`src/rtl/cache_pkg.sv`:
```
// Shared types for the cache CPU-port initiator: FSM state encoding,
// default-width command/response bundles and the strobe-width helper.
package cache_pkg;

    function automatic int strb_width(input int dw);
        return dw / 8;
    endfunction

    localparam int CACHE_ADDR_WIDTH = 32;
    localparam int CACHE_DATA_WIDTH = 32;
    localparam int STRB_WIDTH       = strb_width(CACHE_DATA_WIDTH);

    typedef enum logic [1:0] {
        IDLE,
        REQ,
        RESP
    } state_t;

    typedef struct packed {
        logic                        we;
        logic [CACHE_ADDR_WIDTH-1:0] addr;
        logic [CACHE_DATA_WIDTH-1:0] wdata;
        logic [STRB_WIDTH-1:0]       wstrb;
    } cmd_t;

    typedef struct packed {
        logic                        we;
        logic [CACHE_DATA_WIDTH-1:0] rdata;
        logic                        err;
    } rsp_t;

endpackage

```
`src/rtl/cache_cmd_fifo.sv`:
```
// Synchronous command FIFO. Ports: push/wdata in, pop/rdata (head) out,
// full/empty flags. Pointers carry one extra MSB to tell full from empty.
module cache_cmd_fifo #(
    parameter int WIDTH = 8,
    parameter int DEPTH = 4
) (
    input  logic             clk,
    input  logic             rst_n,
    input  logic             push,
    input  logic [WIDTH-1:0] wdata,
    input  logic             pop,
    output logic [WIDTH-1:0] rdata,
    output logic             full,
    output logic             empty
);

    localparam int AW = $clog2(DEPTH);

    logic [WIDTH-1:0] mem [DEPTH];
    logic [AW:0]      wptr;
    logic [AW:0]      rptr;
    logic             do_push;
    logic             do_pop;

    assign empty   = (wptr == rptr);
    assign full    = (wptr[AW] != rptr[AW]) &&
                     (wptr[AW-1:0] == rptr[AW-1:0]);
    assign rdata   = mem[rptr[AW-1:0]];
    assign do_push = push && !full;
    assign do_pop  = pop && !empty;

    always_ff @(posedge clk or negedge rst_n) begin
        if (!rst_n) begin
            wptr <= '0;
            rptr <= '0;
        end else begin
            if (do_push) wptr <= wptr + 1'b1;
            if (do_pop)  rptr <= rptr + 1'b1;
        end
    end

    always_ff @(posedge clk) begin
        if (do_push) mem[wptr[AW-1:0]] <= wdata;
    end

endmodule

```
`src/rtl/cache_cpu_master.sv`:
```
// CPU-side initiator for the cache: buffers cmd_* commands, issues them one
// at a time on cpu_*, returns one rsp_* per command in order; rsp_err marks
// a REQ timeout. Define CACHE_CPU_MASTER_STATS_EN for stat_* counter ports.
module cache_cpu_master
    import cache_pkg::*;
#(
    parameter int ADDR_WIDTH     = 32,
    parameter int DATA_WIDTH     = 32,
    parameter int CMD_DEPTH      = 4,
    parameter int TIMEOUT_CYCLES = 1024
) (
    input  logic                      clk,
    input  logic                      rst_n,
    input  logic                      cmd_valid,
    output logic                      cmd_ready,
    input  logic                      cmd_we,
    input  logic [ADDR_WIDTH-1:0]     cmd_addr,
    input  logic [DATA_WIDTH-1:0]     cmd_wdata,
    input  logic [DATA_WIDTH/8-1:0]   cmd_wstrb,
    output logic                      rsp_valid,
    input  logic                      rsp_ready,
    output logic                      rsp_we,
    output logic [DATA_WIDTH-1:0]     rsp_rdata,
    output logic                      rsp_err,
    output logic                      cpu_req,
    output logic                      cpu_we,
    output logic [ADDR_WIDTH-1:0]     cpu_addr,
    output logic [DATA_WIDTH-1:0]     cpu_wdata,
    output logic [DATA_WIDTH/8-1:0]   cpu_wstrb,
    input  logic                      cpu_ready,
    input  logic [DATA_WIDTH-1:0]     cpu_rdata
`ifdef CACHE_CPU_MASTER_STATS_EN
    ,
    output logic [31:0]               stat_reads,
    output logic [31:0]               stat_writes,
    output logic [15:0]               stat_timeouts,
    output logic [31:0]               stat_busy_cycles
`endif
);

    localparam int SW = strb_width(DATA_WIDTH);
    localparam int CW = (TIMEOUT_CYCLES > 1) ? $clog2(TIMEOUT_CYCLES) : 1;
    localparam logic [CW-1:0] LIMIT =
        CW'((TIMEOUT_CYCLES > 0) ? TIMEOUT_CYCLES - 1 : 0);

    typedef struct packed {
        logic                  we;
        logic [ADDR_WIDTH-1:0] addr;
        logic [DATA_WIDTH-1:0] wdata;
        logic [SW-1:0]         wstrb;
    } cmd_bus_t;

    cmd_bus_t      push_cmd;
    cmd_bus_t      head;
    logic          full;
    logic          empty;
    logic          pop;
    logic          done;
    logic          abort;
    logic          timeout_hit;
    logic [CW-1:0] cnt;
    state_t        state;
    state_t        state_n;

    assign cmd_ready   = !full;
    assign push_cmd    = '{cmd_we, cmd_addr, cmd_wdata, cmd_wstrb};
    assign timeout_hit = (TIMEOUT_CYCLES > 0) && (cnt == LIMIT);

    cache_cmd_fifo #(
        .WIDTH($bits(cmd_bus_t)),
        .DEPTH(CMD_DEPTH)
    ) u_fifo (
        .clk  (clk),
        .rst_n(rst_n),
        .push (cmd_valid && !full),
        .wdata(push_cmd),
        .pop  (pop),
        .rdata(head),
        .full (full),
        .empty(empty)
    );

    always_ff @(posedge clk or negedge rst_n) begin
        if (!rst_n) state <= IDLE;
        else        state <= state_n;
    end

    // cpu_ready has priority over a coinciding timeout expiry.
    always_comb begin
        state_n = state;
        pop     = 1'b0;
        done    = 1'b0;
        abort   = 1'b0;
        unique case (state)
            IDLE: begin
                if (!empty) begin
                    pop     = 1'b1;
                    state_n = REQ;
                end
            end
            REQ: begin
                if (cpu_ready) begin
                    done    = 1'b1;
                    state_n = RESP;
                end else if (timeout_hit) begin
                    abort   = 1'b1;
                    state_n = RESP;
                end
            end
            RESP: begin
                if (rsp_ready) begin
                    if (!empty) begin
                        pop     = 1'b1;
                        state_n = REQ;
                    end else begin
                        state_n = IDLE;
                    end
                end
            end
            default: state_n = IDLE;
        endcase
    end

    always_ff @(posedge clk or negedge rst_n) begin
        if (!rst_n) begin
            cpu_req   <= 1'b0;
            cpu_we    <= 1'b0;
            cpu_addr  <= '0;
            cpu_wdata <= '0;
            cpu_wstrb <= '0;
            rsp_valid <= 1'b0;
            rsp_we    <= 1'b0;
            rsp_rdata <= '0;
            rsp_err   <= 1'b0;
            cnt       <= '0;
        end else begin
            if (pop) begin
                cpu_req   <= 1'b1;
                cpu_we    <= head.we;
                cpu_addr  <= head.addr;
                cpu_wdata <= head.wdata;
                cpu_wstrb <= head.wstrb;
                cnt       <= '0;
            end else begin
                if (done || abort) cpu_req <= 1'b0;
                if (state == REQ && cnt != '1) cnt <= cnt + 1'b1;
            end
            if (done) begin
                rsp_valid <= 1'b1;
                rsp_we    <= cpu_we;
                rsp_rdata <= cpu_we ? '0 : cpu_rdata;
                rsp_err   <= 1'b0;
            end else if (abort) begin
                rsp_valid <= 1'b1;
                rsp_we    <= cpu_we;
                rsp_rdata <= '0;
                rsp_err   <= 1'b1;
            end else if (state == RESP && rsp_ready) begin
                rsp_valid <= 1'b0;
            end
        end
    end

`ifdef CACHE_CPU_MASTER_STATS_EN
    always_ff @(posedge clk or negedge rst_n) begin
        if (!rst_n) begin
            stat_reads       <= '0;
            stat_writes      <= '0;
            stat_timeouts    <= '0;
            stat_busy_cycles <= '0;
        end else begin
            if (done && !cpu_we && stat_reads != '1)
                stat_reads <= stat_reads + 1'b1;
            if (done && cpu_we && stat_writes != '1)
                stat_writes <= stat_writes + 1'b1;
            if (abort && stat_timeouts != '1)
                stat_timeouts <= stat_timeouts + 1'b1;
            if (state == REQ && stat_busy_cycles != '1)
                stat_busy_cycles <= stat_busy_cycles + 1'b1;
        end
    end
`endif

endmodule

```
`config.mk`:
```
export PLATFORM = sky130hd
export DESIGN_NAME = cache_cpu_master
export DESIGN_NICKNAME = d
export VERILOG_FILES = /design/src/rtl/cache_pkg.sv /design/src/rtl/cache_cmd_fifo.sv /design/src/rtl/cache_cpu_master.sv
export SDC_FILE = /design/constraint.sdc
export NUM_CORES = 1
export LEC_CHECK = 0
export BUFFER_PORTS_ARGS = -buffer_cell sky130_fd_sc_hd__clkbuf_2
export CORE_UTILIZATION = 57
export DETAILED_ROUTE_END_ITERATION = 12
export PLACE_DENSITY_LB_ADDON = 0.15
export SKIP_LAST_GASP = 1
export SLEW_MARGIN = 10
export SYNTH_ARGS = -nofsm -noshare
export SYNTH_HDL_FRONTEND = slang
export SYNTH_HIERARCHICAL = 1
export SYNTH_SLANG_ARGS = --single-unit
export TNS_END_PERCENT = 50
```
`constraint.sdc`:
```
create_clock -name clk -period 4.64 [get_ports clk]
set_clock_uncertainty 0.1 [all_clocks]
set_input_delay 0 -clock clk [delete_from_list [all_inputs] [get_ports clk]]
set_output_delay 0 -clock clk [all_outputs]
set_load 0.005 [all_outputs]
```
# [Word-level counts from Yosys, hierarchy flattened]
# Memory sizes are Yosys's and may differ from the RTL's. A register that Yosys moved wholly into a read port is not among the register bits.
# Index checks and enable logic that the tools add are counted.
[word_totals] elab_cells=69 out_inout_bits=106 mem_count=1 rom_bits=0 ramBits=276 reg_bits=54 latch_bits=0
[memory_table] memory="u_fifo.mem" depth=4 width=69 rd=1 rd_clocked_by_memory_dff=1 wr=1 line="cache_cmd_fifo.sv:19" source="logic [WIDTH-1:0] mem [DEPTH];"
[classes] div=0 multipliers=0 magnitude_cmp=0 n_addsub=3 n_reduce_logical=16 n_mux=30 n_eq_ne=10 shifts=0 bitwise=0
[ops] operator="2-to-1 mux 32 bit" count=3
[ops] operator="2-to-1 mux 10 bit" count=2
[ops] operator="2-to-1 mux 1 bit" count=19
[ops] operator="adder 10 x 1 -> 10 bit (second input constant)" count=1
[ops] operator="== test 10 bit (second input constant)" count=1
[ops] operator="!= test 10 bit (second input constant)" count=1
[ops] operator="2-to-1 mux 2 bit" count=4
[ops] operator="adder 3 x 1 -> 3 bit (second input constant)" count=2
[ops] operator="logical AND 1 bit" count=6
[ops] operator="case mux 2 bit (3 select lines)" count=1
[ops] operator="nonzero test 2 bit" count=3
[ops] operator="!= test 2 bit (second input constant)" count=2
[ops] operator="== test 3 bit" count=1
[ops] operator="logical NOT 1 bit" count=3
[ops] operator="!= test 3 bit (second input constant)" count=1
[ops] operator="AND reduction 3 bit" count=1
[ops] operator="nonzero test 3 bit" count=1
[ops] operator="== test 2 x 1 -> 1 bit (second input constant)" count=1
[ops] operator="== test 2 bit" count=1
[ops] operator="== test 2 bit (second input constant)" count=1
[ops] operator="logical NOT 2 bit" count=1
[ops] operator="case mux 1 bit (2 select lines)" count=1
[ops] operator="logical OR 1 bit" count=1
[ops] operator="!= test 1 bit" count=1

# [Depth between registers and ports, before layout]
# Gate-level depths: netlist (run 1).
[logic_depth] depth_word=7 depth_mapped=10

# [By module]
# Netlist (run 1), hierarchy kept.
[modules_own_cells] mod="cache_cmd_fifo" cells_per_inst=409 seq_area_each_um2=8438.1 instances=1 area_each_um2=10413.7
[modules_own_cells] mod="cache_cpu_master" cells_per_inst=448 seq_area_each_um2=2927.8 instances=1 area_each_um2=4580.6

# [Least setup slack after synthesis (run 1)]
# OpenSTA, ideal clock, no wires.
[synth_path] path_type="register to register" start="register u_fifo.rptr[0]" end="memory u_fifo/mem[3][0] (netlist bit), enable pin" slack_ns=0.670 n_path_buf=1 arrival_time_ns=3.411 stages_incl_launch_ff=8 path_cell_list="dfrtp_1 buf_4 xnor2_1 nand3_1 inv_1 nor2b_1 nand2_1 a31oi_2"
[synth_between] elab_chain_len=7
[synth_rtl] item="start, declared" line="cache_cmd_fifo.sv:21" source="logic [AW:0] rptr;"
[synth_rtl] item="start signal, assigned" line="cache_cmd_fifo.sv:38" source="if (do_pop) rptr <= rptr + 1'b1;"
[synth_rtl] item="== test 2 bit *" line="cache_cmd_fifo.sv:27" source="(wptr[AW-1:0] == rptr[AW-1:0]);"
[synth_rtl] item="logical AND 1 bit *" line="cache_cmd_fifo.sv:26" source="assign full = (wptr[AW] != rptr[AW]) &&"
[synth_rtl] item="via full" line="cache_cpu_master.sv:55" source="logic full;"
[synth_rtl] item="logical NOT 1 bit *" line="cache_cmd_fifo.sv:29, cache_cpu_master.sv:75"
[synth_rtl] item="logical AND 1 bit" line="cache_cpu_master.sv:75" source=".push (cmd_valid && !full),"
[synth_rtl] item="logical AND 1 bit *" line="cache_cmd_fifo.sv:29" source="assign do_push = push && !full;"
[synth_rtl] item="2-to-1 mux 1 bit *" line="cache_cmd_fifo.sv:43" source="if (do_push) mem[wptr[AW-1:0]] <= wdata;"
[synth_rtl] item="2-to-1 mux 1 bit (not written as such) *" line="cache_cmd_fifo.sv:43"
[synth_rtl] item="end, declared" line="cache_cmd_fifo.sv:19"
# The timed path passes the listed nets; every way through them passes the cells marked *.

# [Final worst setup path (run 1)]
[layout_path] start="register u_fifo.wptr[0]" end="memory u_fifo/mem[1][0] (netlist bit), enable pin"
[layout_between] elab_chain_len=7
[layout_rtl] item="start, declared" line="cache_cmd_fifo.sv:20" source="logic [AW:0] wptr;"
[layout_rtl] item="start signal, assigned" line="cache_cmd_fifo.sv:37" source="if (do_push) wptr <= wptr + 1'b1;"
[layout_rtl] item="== test 2 bit *" line="cache_cmd_fifo.sv:27"
[layout_rtl] item="logical AND 1 bit *" line="cache_cmd_fifo.sv:26"
[layout_rtl] item="via full" line="cache_cpu_master.sv:55"
[layout_rtl] item="logical NOT 1 bit *" line="cache_cmd_fifo.sv:29, cache_cpu_master.sv:75"
[layout_rtl] item="logical AND 1 bit" line="cache_cpu_master.sv:75"
[layout_rtl] item="logical AND 1 bit *" line="cache_cmd_fifo.sv:29"
[layout_rtl] item="2-to-1 mux 1 bit *" line="cache_cmd_fifo.sv:43"
[layout_rtl] item="2-to-1 mux 1 bit (not written as such) *" line="cache_cmd_fifo.sv:43"
# Marked as above.

==> impl_metrics.py, run 1 <==
metrics = {
    "synthesis": {
        "synth_edf_count": 276,
        "yosys-top-cells-area": "edfxtp_1, dfrtp_1, mux4_2, nand2_1, a22o_1",
        "yosysWarnings": 6,
        "yosysSeqAreaShare": 0.7580,
        "synth-seq-cells": 399,
        "synth_cells": 857,
        "synth_top_area_share": 0.5527,
        "syn-mean-instance-area_sq_um": 17.50,
        "synthArstFlopShare": 0.3083,
        "synthesis.nets": 969,
        "ys_dominant_reg_cell": "edfxtp_1",
        "synth_area_sq_um": 14990,
        "synth_top_area_cell": "edfxtp_1",
        "synth_cell_types": 45,
    },
    "route": {
        "vias": 8492,
        "drc": 0,
        "first_iter_violations": 671,
        "ant_nets": 0,
        "first_pass_iters": 4,
        "viasPerCell": 5.500,
        "wl_um": 30150,
        "wl_per_cell_um": 19.53,
    },
    "cells_and_area": {
        "final_util": 0.7337,
        "fillers": 1549,
        "layout-drive-gt1-share": 0.3009,
        "multiInputGateArea_sq_um": 3390,
        "layout_commonest_cell": "edfxtp_1",
        "layout_common_cells": "edfxtp_1, nand2_1, clkbuf_2",
        "final_area_sq_um": 18690,
        "area_growth_pct": 24.63,
        "fin_nets": 1294,
        "regArea_sq_um": 11370,
    },
    "setup_path": {
        "reg2reg_slack_ns": 1.67,
        "critPathLaunchType": "flip-flop",
        "path_class": "reg -> reg",
        "slowest_stage": "and3_4",
        "critPathTopFamily": "simple AND/OR/NAND/NOR gates",
        "cp_num_buf_inv": 1,
        "path_max_fanout": 69,
        "cpPeakStageDelay_ns": 0.96,
        "cp.arrival_ns": 2.99,
        "cp.required_ns": 4.67,
        "path_cells": "xnor2_1 > nand3_1 > inv_1 > nor2b_1 > and3_4",
        "critPathCaptureType": "flip-flop",
    },
    "status": {
        "status": "finished with violations",
        "violations": "negative hold slack",
    },
    "floorplanning": {
        "initial_utilization": 0.5887,
        "ioPinCount": 212,
        "fp-row-count": 58,
        "die_h_um": 164.2,
        "dieWidth_um": 164.2,
        "core_area_sq_um": 25470,
        "die-area_sq_um": 26960,
    },
    "timing": {
        "min_period_ns": 2.966,
        "slew_viol_final": 0,
        "hold_violations": 16,
        "finalCritPeriodShare": 0.6392,
        "relSlewSlack": 0.2478,
        "fin_tns_setup_ns": 0,
        "hold_slack_ns": -0.01281,
        "worst_pin_slew_ns": 1.128,
        "fmax_ghz": 0.3372,
        "rsz0062_at_grt": "no",
        "setup_violations": 0,
    },
    "worst_hold_path": {
        "hp-class": "in -> async",
    },
    "global_route": {
        "overflow": 0,
        "grt_pass1_vias": 9101,
        "grt_usage": 0.2310,
        "use_met3": 0.04949,
        "met2_usage": 0.3926,
        "grt-busiest-layer": "met2",
        "grt_pass1_wl_um": 47040,
        "grt_use_met1": 0.3025,
        "grt_start_max_net_pins": 74,
        "antenna_found_initial": 1,
    },
    "clock_network": {
        "cts_made_buffers": 40,
        "htree_levels": 2,
        "clk_latency_ns": 0.52,
        "root_buffer": "clkbuf_16",
        "path_clk_slew_ns": 0.06,
        "cts_tree": "done",
        "cts_setup_buffers": 0,
        "cts.path.max_buffers": 3,
        "cts.sinks": 399,
    },
    "flow_run": {
        "cap_violations": 0,
    },
    "power": {
        "p_total_mw": 12.28,
        "peakVddDrop_mv": 0.5164,
        "leakage_nw": 7.519,
        "powerDensity_nw_per_um2": 656.9,
    },
    "placed_design": {
        "dpl.hpwl_um": 16780,
        "portBuffers": 211,
        "gp_congestion": 0.7796,
        "dpl_cell_area_sq_um": 16340,
    },
}
[worst paths after layout]
kind | endpoint | depth (start not counted) | from
min | cpu_addr[20] | 2 | rst_n
max | u_fifo/mem[1][0] | 5 | u_fifo/wptr[0]
max reg2reg | u_fifo/mem[1][0] | 5 | u_fifo/wptr[0]
max in group asynchronous | cpu_wstrb[0] | 3 | rst_n
min reg2reg | cpu_wdata[3] | 2 | cpu_wdata[3]
min in group clk | u_fifo/mem[1][24] | 2 | cmd_wdata[20]
[stage by stage]
step	instances	setup slack, ns
2_1_floorplan	857	0.6698
3_3_place_gp	1365	1.759
3_5_place_dp	1365	1.670
4_1_cts	1543	1.647
5_1_grt	1544	1.456
6_report	1544	1.674
[registers in the layout (all words and copies together), names as in the netlist, 2 cells and up]
signal       flops
u_fifo/mem     276
cpu_addr        32
cpu_wdata       32
rsp_rdata       32
cnt             10
cpu_wstrb        4
u_fifo/rptr      3
u_fifo/wptr      3
state            2
[power breakdown]
part / switching (mW) / total [mW] / internal, mW
Sequential: 0.451 / 5.41 / 4.96
Clock: 1.26 / 3.12 / 1.86
Combinational: 2.18 / 3.74 / 1.56
Total: 3.89 / 12.3 / 8.38
[routing by layer]
layer / vias to the layer above / routed length [um]
li1: 3880 / -
met1: 4271 / 12640
met2: 293 / 15090
met3: 48 / 1916
met4: 0 / 510
met5: - / 0
[cell usage after synthesis, types with 2 or more instances]
library cell    n
inv_1           7
dfrtp_1       123
xor2_1          2
clkbuf_1        7
nand3b_1        2
xor2_2          2
o31ai_1         9
and3_1          5
a22o_1         32
nor2_1          6
o21ai_0         3
edfxtp_1      276
buf_1           2
ha_1            6
or4_1           2
nand3_1         3
a211oi_1        3
o211ai_1        4
nand2b_1        5
nand2_1       218
buf_6           5
buf_4           9
buf_2          18
nor3_1          5
mux4_2         69
xnor2_1         5
a21oi_1        11
[worst register-to-register path, stage by stage (launching register included)]
cell and delay (ns):
dfrtp_1 0.47, xnor2_1 0.26, nand3_1 0.21, inv_1 0.08, nor2b_1 0.36, and3_4 0.96
[area by class of cell]
class                           count  share of cell area
Tap cell                          330             0.02209
Clock buffer                       55             0.05986
Antenna cell                        1           0.0001339
Sequential cell                   399              0.6086
Multi-Input combinational cell    409              0.1814
Inverter                            8            0.001674
Timing Repair Buffer              324              0.1170
Clock inverter                     18            0.009306
[cell families (layout without fill, tap and decap cells)]
kind of cell             Yosys count  after routing  share of synthesized area
XOR/XNOR                           9              9                   0.006258
flip-flops                       399            399                     0.7580
buffers and inverters             49            405                    0.01852
adder cells (fa/ha/maj)            6              6                   0.005007
multiplexers                      71             71                     0.1053
AO/OA/AOI/OAI                     67             67                    0.03488
AND/OR/NAND/NOR                  256            256                    0.07201
other                              0              1                          0
[timing repair]
action,4_1_cts,5_1_grt
resized for setup,0,0
hold endpoints to repair,384,0
hold buffers,105,0
(Power assumes the default switching activity.)
==> run 2: changes to the inputs <==
Clock period 4.64 ns to 2.74 ns, I/O delays scaled along.
==> impl_metrics.py, run 2 (synthesized netlist as in run 1, its figures left out) <==
metrics = {
    "status": {
        "status": "complete, no violations",
    },
    "placed_design": {
        "place_ws_ns": 0.4459,
        "gp_congestion": 0.7964,
        "portBuffers": 211,
        "dpl_cell_area_sq_um": 16590,
        "dpl.hpwl_um": 17890,
    },
    "clock_network": {
        "cts.path.max_buffers": 3,
        "cts_setup_buffers": 0,
        "root_buffer": "clkbuf_16",
        "cts_tree": "done",
        "htree_levels": 2,
        "cts_made_buffers": 41,
        "path_clk_slew_ns": 0.06,
        "cts.sinks": 399,
        "clk_latency_ns": 0.53,
    },
    "power": {
        "p_int_mw": 14.65,
        "pwr-share-clk": 0.260,
        "combPwrFrac": 0.313,
        "peakVddDrop_mv": 0.9381,
        "p_switching_mw": 6.798,
        "leakage_nw": 7.686,
        "seqPwrFrac": 0.427,
        "powerDensity_nw_per_um2": 1126,
        "switching_share": 0.3170,
    },
    "setup_path": {
        "path_max_fanout": 18,
        "cp.arrival_ns": 2.67,
        "path_class": "reg -> reg",
        "cp.required_ns": 3.04,
        "critPathLaunchType": "flip-flop",
        "critPathCaptureType": "flip-flop",
        "reg2reg_slack_ns": 0.37,
    },
    "floorplanning": {
        "die-area_sq_um": 26960,
        "die_h_um": 164.2,
        "ioPinCount": 212,
        "fp-row-count": 58,
        "initial_utilization": 0.5887,
        "dieWidth_um": 164.2,
        "core_area_sq_um": 25470,
    },
    "timing": {
        "rsz0062_at_grt": "no",
        "worst_pin_slew_ns": 0.8975,
        "setup_violations": 0,
        "worst_slack_ns": 0.3690,
        "fmax_ghz": 0.4218,
        "min_period_ns": 2.371,
        "hold_violations": 0,
        "slew_viol_final": 0,
        "relSlewSlack": 0.4016,
        "finalCritPeriodShare": 0.8653,
    },
    "cells_and_area": {
        "layout-drive-gt1-share": 0.3177,
        "largest_reg_flops": 276,
        "area_growth_pct": 27.03,
        "final_area_sq_um": 19050,
        "fin_nets": 1313,
        "layout_common_cells": "edfxtp_1, nand2_1, clkbuf_2",
        "layout_commonest_cell": "edfxtp_1",
    },
    "route": {
        "drc": 0,
        "first_iter_violations": 602,
        "wl_per_cell_um": 20.21,
        "first_pass_iters": 5,
        "vias": 8659,
        "ant_nets": 0,
        "wl_um": 31650,
        "viasPerCell": 5.529,
    },
    "global_route": {
        "grt_start_max_net_pins": 74,
        "grt_pass1_vias": 8993,
        "grt_pass1_wl_um": 48320,
        "antenna_found_initial": 2,
        "overflow": 0,
        "grt_usage": 0.2402,
    },
    "worst_hold_path": {
        "hp-class": "in -> async",
    },
    "flow_run": {
        "cap_violations": 0,
    },
}
[run 2: changes by cell type in the layout (fill, tap and decap cells not counted), sizes merged]
cell / change
buf: +16
clkinvlp: +2
bufinv: +1
clkbuf: -1
diode: +1
dlygate4sd3: +1
inv: +1
o21ai: +1
[run 2: repair_timing]
item                       CTS  global route
resized for setup            0             0
hold buffers               106             0
hold endpoints to repair   367             0
setup endpoints to repair    0             1
[run 2: path summary, 6_finish.rpt]
check	endpoint	start	depth (start not counted)
worst max register to register	state[1]	cnt[0]	6
worst min-delay path	cpu_addr[17]	rst_n	2
worst min register to register	cpu_addr[19]	cpu_addr[19]	2
worst max-delay path	state[1]	cnt[0]	6
min in group clk	u_fifo/mem[1][38]	cmd_addr[2]	2
max in group asynchronous	rsp_rdata[4]	rst_n	3
[run 2: power by group through the flow]
stage / clock [mW] / sequential [mW] / combinational, mW
global route: 5.89 / 9.31 / 7.39
CTS: 5.66 / 9.16 / 6.80
detailed placement: 0 / 9.24 / 6.61
global placement: 0 / 9.18 / 6.49
finish: 5.57 / 9.17 / 6.71
floorplan: 0 / 9.13 / 4.29
[run 2: layout make-up]
cell class              instances  area (sq um)
flip-flops and latches        399         11370
fillers                      1497          6425
multi-input cells             410          3422
repair buffers                341          2425
clock buffers                  54          1157
well taps                     330         412.9
clock inverters                22         220.2
inverters                       8         30.03
diodes                          2         5.005
[run 2: per-stage QoR]
step                power [mW]  cells  hold slack (ns)  TNS, ns    util
floorplan                13.42    857          -0.3956   -68.27       -
global placement         15.67   1381          0.06120        0  0.6515
detailed placement       15.85   1381          0.06860        0  0.6515
CTS                      21.62   1563          0.07954        0  0.7472
global route             22.60   1566           0.1265        0  0.7478
finish                   21.45   1566          0.04812        0  0.7478
[run 2: critical path, cell delays in order, from the launching register on]
cell and delay, ns:
dfrtp_1 0.42, ha_1 0.27, nand3_2 0.15, nor3_4 0.09
o21ai_4 0.48, o21ai_0 0.16, dlygate4sd3_1 0.59
[run 2: metal layers]
layer | GRT usage | wire length, um | share of wire
met1 | 0.3186 | 12970 | 0.41
met2 | 0.4053 | 15850 | 0.50
met3 | 0.04722 | 2232 | 0.071
met4 | 0.07323 | 588 | 0.019
met5 | 0 | 0 | 0
==> run 3: changes to the inputs <==
Settings changed: CELL_PAD_IN_SITES_DETAIL_PLACEMENT set to 1, CELL_PAD_IN_SITES_GLOBAL_PLACEMENT set to 1, CORE_UTILIZATION 57 to 48.
==> impl_metrics.py, run 3 (synthesized netlist as in run 1, its figures left out) <==
metrics = {
    "setup_path": {
        "path_cells": "xor2_2 > nor3_1 > nor2_1 > nand2_4 > clkinv_2 > or4_1 > nand2_1",
        "path_class": "reg -> reg",
        "critPathCaptureType": "flip-flop",
        "rr_endpoint": "cnt[5]",
        "critPathLaunchType": "flip-flop",
        "cp_num_buf_inv": 1,
        "r2r_start": "u_fifo/rptr[0]",
        "path_max_fanout": 22,
        "critPathTopFamily": "simple AND/OR/NAND/NOR gates",
        "cpPeakStageDelay_ns": 0.60,
        "reg2reg_slack_ns": 0.47,
        "cp.arrival_ns": 2.64,
        "reg2reg_depth": 7,
        "slowest_stage": "or4_1",
        "cp.required_ns": 3.11,
    },
    "cells_and_area": {
        "final_util": 0.6235,
        "largest_reg_flops": 276,
        "fin_nets": 1312,
        "area_growth_pct": 27.54,
        "fillers": 2785,
        "layout_commonest_cell": "edfxtp_1",
        "layout-drive-gt1-share": 0.3085,
        "layout_common_cells": "edfxtp_1, nand2_1, clkbuf_2",
    },
    "global_route": {
        "overflow": 0,
        "grt_usage": 0.2243,
        "grt_pass1_vias": 9715,
        "grt_start_max_net_pins": 72,
        "grt_pass1_wl_um": 53690,
        "antenna_found_initial": 4,
    },
    "power": {
        "p_switching_mw": 6.994,
        "powerDensity_nw_per_um2": 1130,
        "p_int_mw": 14.62,
        "pwr-share-clk": 0.260,
        "seqPwrFrac": 0.425,
        "switching_share": 0.3236,
        "leakage_nw": 7.654,
        "peakVddDrop_mv": 0.8115,
        "combPwrFrac": 0.315,
    },
    "timing": {
        "slew_viol_final": 0,
        "relSlewSlack": 0.3460,
        "worst_pin_slew_ns": 0.9773,
        "hold_slack_ns": 0.1214,
        "fmax_ghz": 0.4408,
        "rsz0062_at_grt": "no",
        "setup_violations": 0,
        "finalCritPeriodShare": 0.8280,
        "min_period_ns": 2.269,
        "hold_violations": 0,
    },
    "route": {
        "first_iter_violations": 383,
        "ant_nets": 0,
        "viasPerCell": 5.305,
        "first_pass_iters": 4,
        "wl_um": 34880,
        "vias": 8674,
        "wl_per_cell_um": 21.33,
        "drc": 0,
    },
    "clock_network": {
        "cts.sinks": 399,
        "cts_tree": "done",
        "path_clk_slew_ns": 0.06,
        "cts.path.max_buffers": 3,
        "htree_levels": 2,
        "cts_setup_buffers": 0,
        "root_buffer": "clkbuf_16",
        "cts_made_buffers": 43,
        "clk_latency_ns": 0.53,
    },
    "floorplanning": {
        "dieWidth_um": 178.7,
        "fp-row-count": 64,
        "core_area_sq_um": 30670,
        "initial_utilization": 0.4889,
        "die-area_sq_um": 31950,
        "die_h_um": 178.7,
        "ioPinCount": 212,
    },
    "worst_hold_path": {
        "whs_path_depth": 2,
        "hp-class": "in -> reg",
        "holdPathEnd": "u_fifo/mem[0][21]",
        "hold_start": "cmd_wdata[17]",
    },
    "flow_run": {
        "cap_violations": 0,
    },
    "placed_design": {
        "dpl.hpwl_um": 20020,
        "gp_congestion": 0.7483,
        "portBuffers": 211,
    },
    "status": {
        "status": "complete, no violations",
    },
}
run 3: area by class of cell:
| type | instances | area [sq um] | area share |
|---|---|---|---|
| diodes | 4 | 10.01 | 0.0005234 |
| multi-input cells | 409 | 3418 | 0.1787 |
| clock buffers | 68 | 1191 | 0.06229 |
| clock inverters | 12 | 181.4 | 0.009487 |
| well taps | 396 | 495.5 | 0.02591 |
| repair buffers | 339 | 2421 | 0.1266 |
| flip-flops and latches | 399 | 11370 | 0.5948 |
| inverters | 8 | 31.28 | 0.001636 |
run 3: repair_timing:
item	CTS	global route
setup endpoints to repair	0	0
hold buffers	107	0
resized for setup	0	0
endpoints found under the hold margin	437	0
run 3: worst max-delay path by stage:
stage                         startpoint          endpoint  slack (ns)  cells after the start
after floorplan           u_fifo/rptr[0]  u_fifo/mem[1][0]       -0.46                      6
after global placement    u_fifo/rptr[0]            cnt[5]        0.44                      7
after detailed placement  u_fifo/rptr[0]            cnt[5]        0.46                      7
after CTS                 u_fifo/rptr[0]            cnt[5]        0.44                      7
after global routing      u_fifo/rptr[0]            cnt[5]        0.28                      7
final                     u_fifo/rptr[0]            cnt[5]        0.47                      7
run 3: power by group through the flow:
stage | Sequential [mW] | Clock [mW] | Combinational (mW)
4_1_cts | 9.19 | 5.76 | 6.95
6_report | 9.18 | 5.62 | 6.81
3_5_place_dp | 9.28 | 0 | 6.75
5_1_grt | 9.35 | 5.96 | 7.56
3_3_place_gp | 9.18 | 0 | 6.59
2_1_floorplan | 9.13 | 0 | 4.29
run 3: stage by stage:
step	TNS (ns)	setup slack, ns	total power, mW	std cells	instance area (sq um)
4_1_cts	0	0.4351	21.90	1631	19110
2_1_floorplan	-68.27	-0.4586	13.42	857	15040
3_3_place_gp	0	0.4428	15.77	1444	16650
5_1_grt	0	0.2809	22.88	1634	19120
6_report	0	0.4713	21.61	1635	19120
3_5_place_dp	0	0.4573	16.02	1444	16650
run 3: per-layer routing:
metal,GRT usage,part of all wire
met2,0.3963,0.52
met3,0.04368,0.047
met5,0,0
met1,0.2836,0.42
met4,0.05756,0.017
